**src/rtl/muldiv_unit.sv**
```systemverilog
// Iterative 8051 MUL AB / DIV AB unit: 8 shift cycles, then ACC and B write-back
// over the SFR byte-write port, with OV/CY flags and a done pulse.
module muldiv_unit #(
    parameter logic [7:0] SFR_ACC_ADDR = 8'hE0,
    parameter logic [7:0] SFR_B_ADDR   = 8'hF0
) (
    input  logic       clock,
    input  logic       reset,
    input  logic       start,
    input  logic       op,
    input  logic [7:0] a_in,
    input  logic [7:0] b_in,
    output logic       busy,
    output logic       done,
    output logic       ov,
    output logic       cy,
    output logic [7:0] sfr_addr,
    output logic [7:0] sfr_data,
    output logic       sfr_write_en,
    output logic       sfr_write_bit_en
);

    // state | meaning
    // IDLE  | waiting for start
    // CALC  | 8 shift-add / restoring-divide iterations
    // WR_A  | ACC write-back
    // WR_B  | B write-back, done pulse, flags updated
    typedef enum logic [1:0] {IDLE, CALC, WR_A, WR_B} state_t;

    state_t      state, state_nxt;
    logic [3:0]  cnt, cnt_nxt;
    logic        op_q, op_nxt;
    logic [7:0]  opnd, opnd_nxt;
    logic [15:0] acc, acc_nxt;
    logic        busy_nxt, done_nxt, ov_nxt, cy_nxt, we_nxt;
    logic [7:0]  addr_nxt, data_nxt;

    logic [8:0]  mul_sum;
    logic [15:0] mul_step;
    logic [8:0]  div_sh;
    logic [8:0]  div_diff;
    logic [15:0] div_step;
    logic [15:0] calc_step;

    // acc holds {P_hi, multiplier/P_lo} for MUL and {R, Q/dividend} for DIV,
    // so both ops leave the ACC result in acc[7:0] and the B result in acc[15:8].
    always_comb begin
        mul_sum   = {1'b0, acc[15:8]} + (acc[0] ? {1'b0, opnd} : 9'd0);
        mul_step  = {mul_sum, acc[7:1]};
        div_sh    = acc[15:7];
        div_diff  = div_sh - {1'b0, opnd};
        div_step  = {(div_diff[8] ? div_sh[7:0] : div_diff[7:0]), acc[6:0], ~div_diff[8]};
        calc_step = op_q ? div_step : mul_step;
    end

    always_comb begin
        state_nxt = state;
        cnt_nxt   = cnt;
        op_nxt    = op_q;
        opnd_nxt  = opnd;
        acc_nxt   = acc;
        done_nxt  = 1'b0;
        ov_nxt    = ov;
        cy_nxt    = cy;
        we_nxt    = 1'b0;
        addr_nxt  = 8'h00;
        data_nxt  = 8'h00;
        case (state)
            IDLE: begin
                if (start) begin
                    op_nxt   = op;
                    cnt_nxt  = 4'd0;
                    ov_nxt   = 1'b0;
                    cy_nxt   = 1'b0;
                    opnd_nxt = op ? b_in : a_in;
                    acc_nxt  = {8'h00, (op ? a_in : b_in)};
                    if (op && (b_in == 8'h00)) begin
                        done_nxt = 1'b1;
                        ov_nxt   = 1'b1;
                    end else begin
                        state_nxt = CALC;
                    end
                end
            end
            CALC: begin
                acc_nxt = calc_step;
                cnt_nxt = cnt + 4'd1;
                if (cnt == 4'd7) begin
                    state_nxt = WR_A;
                    we_nxt    = 1'b1;
                    addr_nxt  = SFR_ACC_ADDR;
                    data_nxt  = calc_step[7:0];
                end
            end
            WR_A: begin
                state_nxt = WR_B;
                we_nxt    = 1'b1;
                addr_nxt  = SFR_B_ADDR;
                data_nxt  = acc[15:8];
                done_nxt  = 1'b1;
                ov_nxt    = op_q ? 1'b0 : (acc[15:8] != 8'h00);
                cy_nxt    = 1'b0;
            end
            WR_B: begin
                state_nxt = IDLE;
            end
            default: begin
                state_nxt = IDLE;
            end
        endcase
        busy_nxt = (state_nxt != IDLE);
    end

    always_ff @(posedge clock or posedge reset) begin
        if (reset) begin
            state        <= IDLE;
            cnt          <= 4'd0;
            op_q         <= 1'b0;
            opnd         <= 8'h00;
            acc          <= 16'h0000;
            busy         <= 1'b0;
            done         <= 1'b0;
            ov           <= 1'b0;
            cy           <= 1'b0;
            sfr_write_en <= 1'b0;
            sfr_addr     <= 8'h00;
            sfr_data     <= 8'h00;
        end else begin
            state        <= state_nxt;
            cnt          <= cnt_nxt;
            op_q         <= op_nxt;
            opnd         <= opnd_nxt;
            acc          <= acc_nxt;
            busy         <= busy_nxt;
            done         <= done_nxt;
            ov           <= ov_nxt;
            cy           <= cy_nxt;
            sfr_write_en <= we_nxt;
            sfr_addr     <= addr_nxt;
            sfr_data     <= data_nxt;
        end
    end

    assign sfr_write_bit_en = 1'b0;

endmodule

```
**config.mk**
```make
export PLATFORM = sky130hd
export DESIGN_NAME = muldiv_unit
export DESIGN_NICKNAME = d
export VERILOG_FILES = /design/src/rtl/muldiv_unit.sv
export SDC_FILE = /design/constraint.sdc
export NUM_CORES = 1
export LEC_CHECK = 0
export ABC_AREA = 1
export BUFFER_PORTS_ARGS = -buffer_cell sky130_fd_sc_hd__buf_2
export CORE_MARGIN = 1
export CORE_UTILIZATION = 59
export CTS_CLUSTER_SIZE = 8
export DETAILED_ROUTE_END_ITERATION = 6
export PLACE_DENSITY = 0.81
export SYNTH_ARGS = -nofsm -noshare
export SYNTH_HDL_FRONTEND = slang
export SYNTH_SLANG_ARGS = --single-unit
```
**constraint.sdc**
```tcl
create_clock -name clock -period 2.8 [get_ports clock]
set_input_delay 0.14 -clock clock [delete_from_list [all_inputs] [get_ports clock]]
set_output_delay 0.14 -clock clock [all_outputs]
set_load 0.1 [all_outputs]
```
==> results.txt <==
Outcome = complete, no violations
Gr usage total = 30.8%
PnR Total Power = 3.93 mW
Most used DFF post-synth = dfrtp_1
IO buf count = 35
Synthesized area = 0.00329 mm2
Reg2Reg Depth = 8
Worst Setup EP = acc[4]$_DFFE_PP0P_
Mapped Cells = 460
Num CTS Buffers = 5
Chip width = 76.7 um
F_max = 448 MHz
Clock Path Buffers = 2
ANT cells = 0
H-tree levels = 2
First-pass GRT wire length = 14200 um
WP data required = 3.03 ns
Total Routed Length = 8300 um
VDD IR max = 714 uV
Clock Sink Count = 44
NetSw = 2.06 mW
Crit. End Element = flip-flop
Initial antenna violation count = 0
Fin Setup TNS = 0 ns
Syn_area_per_cell = 7.16 um2
Fin. max-slew vios = 0
Register Area = 0.00110 mm2
WL/cell = 14.8 um
Clock-pin slew on the worst setup and hold paths = 0.09 ns
Clk_skew = 0.00906 ns
Crit path cell chain = inv_1, ha_1, inv_1, nor2_2, nor2_8, inv_1, o21ai_0, o21ai_1
Internal = 1.87 mW
Area contributors post-synth = dfrtp_1, nand2_1, ha_1
Detail Route Antenna Nets = 0
Row Count = 26
Via count = 3240
Pwr/cell area = 1090 mW/mm2
Cts hold-fix bufs = 1
Clk_lat worst skew = 0.30 ns
Sequential fraction of the synthesis area = 33.4%
Routability cong. = 0.945
Combinational share of power = 60.5%
IO Count = 42
Dpl cell area = 0.00347 mm2
R2r setup slk = 0.57 ns
Core Util, Final = 68.6%
Max-Cap Viols = 0
Design area = 0.00359 mm2
Critical path depth = 8
Nets@finish = 531
Crit-path most repeated cell = inv_1
Critical path fanouts, max = 15
Multi-input combinational cell area = 0.00183 mm2
Post-CTS setup buffer count = 0
Synth cell types = 45
Synthesis-to-finish area growth = 9.04%
Largest net degree at the start of global routing = 28
Pre-antenna DRT Iters = 5
Post-route DRC = 0
Yosys reg bits = 44
Period Utilization, post-route = 79.6%
RR Endpoint = acc[4]$_DFFE_PP0P_
Start of the worst register-to-register path = state[1]$_DFF_PP0_
Root Buffer = clkbuf_8
Static leakage = 1.94 nW
Vias in the first global route = 2975
Power share of the clock group = 12.8%
Count of final hold-check violations = 0
Sequential power share = 26.6%
Hold crit path type = primary input to flip-flop
CTS tree = yes
Post-Layout Cell Count = 560
Top-area cell type share of the netlist area = 33.4%
Rel. slew slack = 37.0%
Final setup fails = 0
Crit-path leading delay family = buffers and inverters
CP Launch Point = state[1]$_DFF_PP0_
Routed vias/inst = 5.79
Filler cells = 473
Remaining global-route overflow = 0
Crit start category = flip-flop
Core area = 0.00524 mm2
RSZ-0062 raised after global routing = false
CTS resizes = 0
Fraction of power spent switching nets = 52.5%
Layout cells sized above 1 = 14.3%
Least-Margin Pin Slew = 0.939 ns
FFs w/ async S/R, synth = 100%
Buf/Inv on CP = 3
Slowest Stage Delay on Critical Path = 0.42 ns
WP data arrival = 2.46 ns
Synth warn = 0
Crit Path Class = flip-flop to flip-flop
Die Span Y = 76.7 um
HPWL Detailed = 6360 um
Final min period = 2.23 ns
Starting Density = 62.9%
Drt initial violations = 260
Die ar. = 0.00588 mm2
Dpl cells = 551
Number of synthesized flops with an enable pin = 0
Largest area contributor in the netlist = dfrtp_1
CP max stage cell = ha_1
[power groups by stage]
| stage | sequential (mW) | clock, mW | combinational [mW] |
|---|---|---|---|
| floorplan | 1.08 | 0 | 1.79 |
| global placement | 1.04 | 0 | 2.27 |
| detailed placement | 1.04 | 0 | 2.32 |
| CTS | 1.04 | 0.507 | 2.34 |
| global route | 1.07 | 0.543 | 2.63 |
| finish | 1.05 | 0.504 | 2.38 |
[cell type report]
class | count | share of cell area [%]
inverter | 67 | 7.07
timing repair buffer | 38 | 5.57
sequential | 44 | 30.7
tap | 70 | 2.44
clock buffer | 5 | 1.92
multi-input combinational | 333 | 51.0
clock inverter | 3 | 1.29
[worst reg2reg max path, stage by stage, from the launching register on]
cell and delay, ns:
dfrtp_1 0.41, inv_1 0.11, ha_1 0.42, inv_1 0.25, nor2_2 0.29, nor2_8 0.11
inv_1 0.29, o21ai_0 0.17, o21ai_1 0.11
[layer usage]
layer  up-vias  global-route usage [%]  wire length, um
met5         -                       0                0
met4         0                    11.0              223
met3        22                    5.00              705
met2       173                    47.4             3640
met1      1503                    43.7             3740
li1       1542                       -                -
[cells in the final DEF (no fill, tap or decap), drive strengths merged, types with 3 or more instances in the layout]
cell type,Yosys,routed
buf,13,37
nor4,3,3
inv,67,67
nand2,131,131
dfrtp,44,44
o21ai,29,29
xnor2,4,4
clkbuf,8,5
o211ai,3,3
o22ai,4,4
conb,1,6
nor2,32,32
nand3,41,41
ha,20,20
nand4,6,6
or2,4,4
a21oi,34,34
[how the worst min path moves through the flow]
stage | start | endpoint | cells after the start
floorplan | b_in[1] | opnd[1]$_DFFE_PP0P_ | 2
global placement | reset | cnt[3]$_DFFE_PP0P_ | 2
detailed placement | reset | sfr_addr[6]$_DFF_PP0_ | 2
CTS | b_in[0] | opnd[0]$_DFFE_PP0P_ | 3
global route | b_in[0] | opnd[0]$_DFFE_PP0P_ | 3
finish | b_in[0] | opnd[0]$_DFFE_PP0P_ | 3
[through the flow]
stage          hold slack [ns]  setup WS (ns)
2_1_floorplan            0.279          0.846
3_3_place_gp             0.262          0.732
3_5_place_dp             0.275          0.653
4_1_cts                  0.105          0.612
5_1_grt                  0.136          0.436
6_report                 0.112          0.570
[Yosys cell counts (all sizes together) (2+ instances only)]
master / count
nand2: 131
inv: 67
dfrtp: 44
nand3: 41
a21oi: 34
nor2: 32
o21ai: 29
ha: 20
buf: 13
clkbuf: 8
nand4: 6
o22ai: 4
or2: 4
xnor2: 4
nor4: 3
o211ai: 3
a31oi: 2
fa: 2
nand3b: 2
o21a: 2
[logic make-up (layout without fill, tap and decap cells)]
group	Yosys count	after routing	share of synthesized area, %
buffers and inverters	88	113	11.5
AO/OA/AOI/OAI	80	80	14.1
other	1	6	0.114
XOR/XNOR	5	5	1.33
AND/OR/NAND/NOR	220	220	30.7
adder cells (fa/ha/maj)	22	22	8.81
flip-flops	44	44	33.4
[registers in the layout (all words and copies together), names as in the netlist, 2 cells and up]
name      flops
acc          16
opnd          8
sfr_data      8
cnt           4
sfr_addr      2
state         2
Power figures use the tool's default switching activity.
